<file path="src/rtl/sign_extend_if.sv">
// Immediate-extender bus: 16-bit immediate and mode in, combinational and registered results out.
// neg_count is present only when SIGN_EXTEND_STATS_EN is defined.
interface sign_extend_if #(
  parameter int IN_WIDTH  = 16,
  parameter int OUT_WIDTH = 32
);
  // Valid-only handshake: in_valid qualifies in_imm/mode for the cycle it is high.
  // There is no ready, so the extender accepts a new immediate on every edge,
  // and out_valid simply follows in_valid one edge later.
  logic [IN_WIDTH-1:0]  in_imm;
  logic [1:0]           mode;
  logic                 in_valid;
  logic [OUT_WIDTH-1:0] out_ext;
  logic                 out_neg;
  logic [OUT_WIDTH-1:0] out_reg;
  logic                 out_valid;
`ifdef SIGN_EXTEND_STATS_EN
  logic [15:0]          neg_count;
`endif

  modport master (
    output in_imm, mode, in_valid,
    input  out_ext, out_neg, out_reg, out_valid
`ifdef SIGN_EXTEND_STATS_EN
    , input neg_count
`endif
  );

  modport slave (
    input  in_imm, mode, in_valid,
    output out_ext, out_neg, out_reg, out_valid
`ifdef SIGN_EXTEND_STATS_EN
    , output neg_count
`endif
  );
endinterface

</file>
<file path="src/rtl/sign_extend.sv">
// ID-stage immediate extender: sign/zero/branch-offset/LUI widening, plus an ID/EX registered copy.
// Optional SIGN_EXTEND_STATS_EN adds a saturating count of valid negative immediates.
module sign_extend #(
  parameter int IN_WIDTH  = 16,
  parameter int OUT_WIDTH = 32
) (
  input logic          clk,
  input logic          reset,
  sign_extend_if.slave bus
);

  // Branch mode needs two spare bits above the immediate for the <<2.
  generate
    if (OUT_WIDTH < IN_WIDTH + 2) begin : g_width_check
      $error("sign_extend: OUT_WIDTH must be at least IN_WIDTH+2");
    end
  endgenerate

  localparam int EXT_W = OUT_WIDTH - IN_WIDTH;

  typedef enum logic [1:0] {
    MODE_SEXT   = 2'b00,
    MODE_ZEXT   = 2'b01,
    MODE_BRANCH = 2'b10,
    MODE_LUI    = 2'b11
  } mode_e;

  mode_e                mode_sel;
  logic                 msb;
  logic [OUT_WIDTH-1:0] sext;
  logic [OUT_WIDTH-1:0] zext;
  logic [OUT_WIDTH-1:0] brof;
  logic [OUT_WIDTH-1:0] lui;
  logic [OUT_WIDTH-1:0] ext;
  logic                 neg;
  logic [OUT_WIDTH-1:0] reg_q;
  logic                 valid_q;

  assign mode_sel = mode_e'(bus.mode);
  assign msb      = bus.in_imm[IN_WIDTH-1];
  assign sext     = {{EXT_W{msb}}, bus.in_imm};
  assign zext     = {{EXT_W{1'b0}}, bus.in_imm};
  // Bits pushed past the top by the word-offset shift are simply dropped.
  assign brof     = {sext[OUT_WIDTH-3:0], 2'b00};
  assign lui      = zext << IN_WIDTH;

  always_comb begin
    ext = sext;
    neg = 1'b0;
    case (mode_sel)
      MODE_SEXT: begin
        ext = sext;
        neg = msb;
      end
      MODE_ZEXT: begin
        ext = zext;
      end
      MODE_BRANCH: begin
        ext = brof;
        neg = msb;
      end
      MODE_LUI: begin
        ext = lui;
      end
      default: begin
        ext = sext;
        neg = 1'b0;
      end
    endcase
  end

  assign bus.out_ext = ext;
  assign bus.out_neg = neg;

  always_ff @(posedge clk or posedge reset) begin
    if (reset) begin
      reg_q   <= '0;
      valid_q <= 1'b0;
    end else begin
      valid_q <= bus.in_valid;
      if (bus.in_valid) begin
        reg_q <= ext;
      end
    end
  end

  assign bus.out_reg   = reg_q;
  assign bus.out_valid = valid_q;

`ifdef SIGN_EXTEND_STATS_EN
  logic [15:0] neg_cnt;

  always_ff @(posedge clk or posedge reset) begin
    if (reset) begin
      neg_cnt <= '0;
    end else if (bus.in_valid && neg && (neg_cnt != 16'hFFFF)) begin
      neg_cnt <= neg_cnt + 16'd1;
    end
  end

  assign bus.neg_count = neg_cnt;
`endif

endmodule

</file>
<file path="src/flat_wrapper.sv">
// flat-port wrapper written by rule: the top's interface ports become plain ports
module sign_extend_flat 
#(
  parameter int IN_WIDTH  = 16,
  parameter int OUT_WIDTH = 32
)
  (clk, reset, bus_in_imm, bus_mode, bus_in_valid, bus_out_ext, bus_out_neg, bus_out_reg, bus_out_valid);
  sign_extend_if #(.IN_WIDTH(IN_WIDTH), .OUT_WIDTH(OUT_WIDTH)) bus_i ();
  input logic clk;
  input logic reset;
  input wire logic [$bits(bus_i.in_imm)-1:0] bus_in_imm;
  input wire logic [$bits(bus_i.mode)-1:0] bus_mode;
  input wire logic [$bits(bus_i.in_valid)-1:0] bus_in_valid;
  output wire logic [$bits(bus_i.out_ext)-1:0] bus_out_ext;
  output wire logic [$bits(bus_i.out_neg)-1:0] bus_out_neg;
  output wire logic [$bits(bus_i.out_reg)-1:0] bus_out_reg;
  output wire logic [$bits(bus_i.out_valid)-1:0] bus_out_valid;
  assign bus_i.in_imm = bus_in_imm;
  assign bus_i.mode = bus_mode;
  assign bus_i.in_valid = bus_in_valid;
  assign bus_out_ext = bus_i.out_ext;
  assign bus_out_neg = bus_i.out_neg;
  assign bus_out_reg = bus_i.out_reg;
  assign bus_out_valid = bus_i.out_valid;
  sign_extend #(.IN_WIDTH(IN_WIDTH), .OUT_WIDTH(OUT_WIDTH)) u_core (.clk(clk), .reset(reset), .bus(bus_i));
endmodule
</file>
<file path="config.mk">
export PLATFORM = sky130hd
export DESIGN_NAME = sign_extend_flat
export DESIGN_NICKNAME = d
export VERILOG_FILES = /design/src/rtl/sign_extend_if.sv /design/src/rtl/sign_extend.sv /design/src/flat_wrapper.sv
export SDC_FILE = /design/constraint.sdc
export NUM_CORES = 1
export LEC_CHECK = 0
export ABC_AREA = 1
export ABC_CLOCK_PERIOD_IN_PS = 1000
export CAP_MARGIN = 20
export CORE_ASPECT_RATIO = 0.75
export CORE_MARGIN = 5
export CORE_UTILIZATION = 62
export CTS_CLUSTER_DIAMETER = 80
export CTS_CLUSTER_SIZE = 25
export DETAILED_ROUTE_END_ITERATION = 10
export DONT_BUFFER_PORTS = 1
export GPL_TIMING_DRIVEN = 0
export PLACE_DENSITY = 0.78
export SLEW_MARGIN = 5
export SYNTH_ARGS = -nofsm -noshare
export SYNTH_HDL_FRONTEND = slang
export SYNTH_SLANG_ARGS = --single-unit
</file>
<file path="constraint.sdc">
create_clock -name clk -period 1 [get_ports clk]
set_input_delay 0.1 -clock clk [delete_from_list [all_inputs] [get_ports clk]]
set_output_delay 0.1 -clock clk [all_outputs]
set_load 0.01 [all_outputs]
</file>
* Word level (Yosys, flattened, before mapping)
Cells that the tools add are included.
Word-level totals: memories kept 0, bits of input ports 21, flip-flop bits (word level) 33, bits in latches 0, word-level logic and storage cells 9, RAM bits 0, ROM bits 0
Operators by class: multipliers 0, muxes and demuxes 2, magnitude comparators 0, equal/unequal tests 3, shift-type cells 0, bitwise gates (word level) 0, reductions and logical operators 2, add/sub/neg operators 0, divide/modulo/power cells 0
Operators with widths (number):
- $pmux 32 s4 | 1
- $eq 2x2->1 const B | 2
- $eq 2x1->1 const B | 1
- $logic_not 2->1 | 1
- $reduce_or 2->1 | 1
- $mux 1 | 1

* Depth between registers and ports, before layout
depth after elaboration 3, gate-level depth with buffers 7, mapped depth without buffers 5

* Worst setup path before layout
OpenSTA, ideal clock, no wires.
path type input to register, from in bus_mode[1], to reg u_core.reg_q[24] (netlist: u_core.bus.out_reg[24]), setup time 66 ps, slack 149 ps, buffers on the path 1, stages 5, data arrival time 785 ps, required time 934 ps, path through buf_6 -> nand2_1 -> o21ai_0 -> nand2_1 -> nand2_1
On the way: cells in the longest elaborated chain, start to end 2, elaborated cells on any way between the ends 5, those cells by class eq/ne: 3; mux: 1; reduce/logical: 1
RTL lines:
- from (decl) | RTL line flat_wrapper.sv:12 | input wire logic [$bits(bus_i.mode)-1:0] bus_mode;
- $eq 2x2->1 (tied with other cells) | RTL line sign_extend.sv:50 | case (mode_sel)
- $pmux 32 s4 (*) | RTL line sign_extend.sv:50
- net bus_out_ext[24] | RTL line flat_wrapper.sv:14 | output wire logic [$bits(bus_i.out_ext)-1:0] bus_out_ext;
- to (signal assigned) | RTL line sign_extend.sv:82 | reg_q <= ext;
- to (decl) | RTL line sign_extend.sv:36 | logic [OUT_WIDTH-1:0] reg_q;
The timed path passes the listed nets; every way through them passes the cells marked *. A chain may end at the register's enable or synchronous reset.

* Final worst setup path
from in bus_in_imm[15], to out bus_out_ext[31]
On the way: cells in the longest elaborated chain, start to end 1
RTL lines:
- from (decl) | RTL line flat_wrapper.sv:11 | input wire logic [$bits(bus_i.in_imm)-1:0] bus_in_imm;
- $pmux 32 s4 | RTL line sign_extend.sv:50
- to (decl) | RTL line flat_wrapper.sv:14
No other way between the ends.

==> results.tsv <==
metric	value	unit
outcome	completed	
fillers	205	
die_y	54.9	µm
cellLeakagePower	1.02	nW
final_nets	245	
yosysTopAreaCellShare	0.495	
max_stage_delay	550	ps
syn-num-nets	234	
yosysMostFrequentCell	nand2_1	
slew_viol_final	0	
postLayoutCoreUtil	0.700	
path_buf_inv	1	
syn_area_per_cell	7.82	µm²
largest_reg_flops	32	
postLayoutCellArea	0.00182	mm²
clk_latency	350	ps
synthXorXnorAreaFrac	0	
crit_arrival	880	ps
gp_congestion	0.777	
grt_overflow_total	0	
endpoint_kind	output pin	
seq_area_frac_synth	0.495	
antenna_found_initial	0	
grt.met2_usage	0.408	
clock_skew	0	ps
grt_pass1_wl	6.96	mm
synth-compound-area-share	0.134	
rows	16	
critPathSlowestCell	dlygate4sd3_1	
worst_ep_required_time	900	ps
dp_hpwl	3.52	mm
yosys.area_share.simple	0.279	
syn_area	0.00167	mm²
core	0.00260	mm²
fmax	1.02	GHz
port_buffers	0	
min_path_type	input port to flip-flop	
n_antenna_cell	0	
gr-usage-met1	0.275	
cts_buffers	5	
synth_top_family_by_area	simple AND/OR/NAND/NOR gates	
yosysUniqueCellTypes	14	
grt_max_degree	19	
yosys-mux-area-fraction	0	
grt_pass1_vias	1451	
route.detailed.drc	0	
firstDrtPassIters	4	
syn_inst	213	
vdd_drop_max	0.00104	V
ant_nets	0	
cap_violations	0	
crit_family	buffers and inverters	
area_growth	9.38	%
use_met3	0.105	
cts_root_buf	clkbuf_4	
wl	4.54	mm
wl_per_cell	17.4	µm
cts_setup_buffers	0	
synth-async-reset-ratio	1.00	
placed_area	0.00174	mm²
grt_setup_unrepaired	no	
drive_above_1_share	0.187	
synthAdderAreaFrac	0	
drt_iter0_drc	72	
critPathKind	input port to output pin	
period_needed	978	ps
ys.flop_type	dfrtp_1	
cts.clk_slew.worst_paths	100	ps
fp.dieW	69.9	µm
tns	0	ps
ys_top_cells_by_area	dfrtp_1 50%, nand2_1 25%, o21ai_2 11%	
cts_tree	yes	
yosysWarningCount	0	
drt-vias-per-instance	5.58	
vias	1456	
clockBufferDepth	2	
top_usage_layer	met2	
ios	87	
start_kind	input port	
finalSetupViolations	0	
htreeDepth	2	
seqCellArea	826	µm²
fin_crit_sh	0.978	
cp_max_fo	4	
slew-limit-headroom	0.529	
pwr_density_cell	1580	mW/mm²
tightest_slew	706	ps
ys_ff_latch	33	
multi_input_area	691	µm²
hold_slack	10.6	ps
synth-edff-count	0	
start_util	0.640	
path_cells	dlygate4sd3_1 -> nand2_1 -> nand2_2	
yosysTopAreaCell	dfrtp_1	
die_area	0.00384	mm²
numClockSinks	33	
synth_commonest_cells	109 x nand2_1, 33 x dfrtp_1, 20 x o21ai_2	
finalHoldViolCount	0	
grt_usage	0.242	
-- metal layers --
layer | up-vias | share of wire
met4 | 0 | 0.013
met5 | - | 0
met1 | 696 | 0.38
met2 | 82 | 0.48
li1 | 670 | -
met3 | 8 | 0.13
-- where the power goes --
group          switching, W  internal (W)
Combinational      0.000357      0.000156
Sequential         0.000159       0.00146
Clock              0.000476      0.000268
-- layout by cell type (no fill, tap or decap) --
cell type	synthesis	layout
dlygate4sd3_1	0	3
buf_6	4	4
buf_2	5	5
nand2_4	1	1
nor2_1	5	5
clkinv_2	0	2
nand2_2	1	2
dfrtp_1	33	33
clkbuf_1	3	4
a31oi_1	2	2
nand2_1	109	108
buf_16	0	1
nand3_1	4	4
inv_2	2	2
o21ai_0	7	7
o21ai_2	20	20
inv_1	17	17
clkbuf_4	0	5
-- cell families after synthesis --
group	Yosys count
compound gates	29
simple gates	120
flops	33
buf+inv	31
-- worst register-to-register path: stages, from the launching register on --
cell and delay [ps]:
dfrtp_1 430, nor2_1 120, a31oi_1 50
-- through the flow --
step,setup WS [ps],power (W),cells
global route,7.07,0.00302,261
finish,22.4,0.00288,261
global placement,-68.4,0.00211,249
CTS,15.0,0.00287,261
detailed placement,-67.8,0.00215,250
floorplan,149,0.00201,213
-- path summary, 6_finish.rpt --
kind,end,cells after the start,slack [ps],start
worst max-delay path,bus_out_ext[31],3,20,bus_in_imm[15]
worst min-delay path,u_core.bus.out_reg[30]$_DFFE_PP0P_,2,10,bus_mode[0]
worst max register to register,u_core.bus.out_reg[30]$_DFFE_PP0P_,2,290,u_core.bus.out_reg[30]$_DFFE_PP0P_
worst min register to register,u_core.bus.out_reg[21]$_DFFE_PP0P_,2,560,u_core.bus.out_reg[21]$_DFFE_PP0P_
max in group asynchronous,u_core.bus.out_reg[17]$_DFFE_PP0P_,3,180,reset
min in group asynchronous,u_core.bus.out_reg[0]$_DFFE_PP0P_,2,290,reset
-- cell type report --
class	instances	area share
repair buffers	4	0.0316
clock buffers	6	0.0226
plain buffers	12	0.0446
multi-input cells	149	0.379
clock inverters	2	0.00549
inverters	19	0.0391
flip-flops and latches	33	0.453
well taps	36	0.0247
-- what timing repair did --
| item | in CTS | in global routing |
|---|---|---|
| hold buffers | 3 | 0 |
| setup endpoints to repair | 0 | 1 |
| resized for setup | 0 | 1 |
| endpoints found under the hold margin | 17 | 0 |
Note: power is estimated with default switching activity, not from simulation.
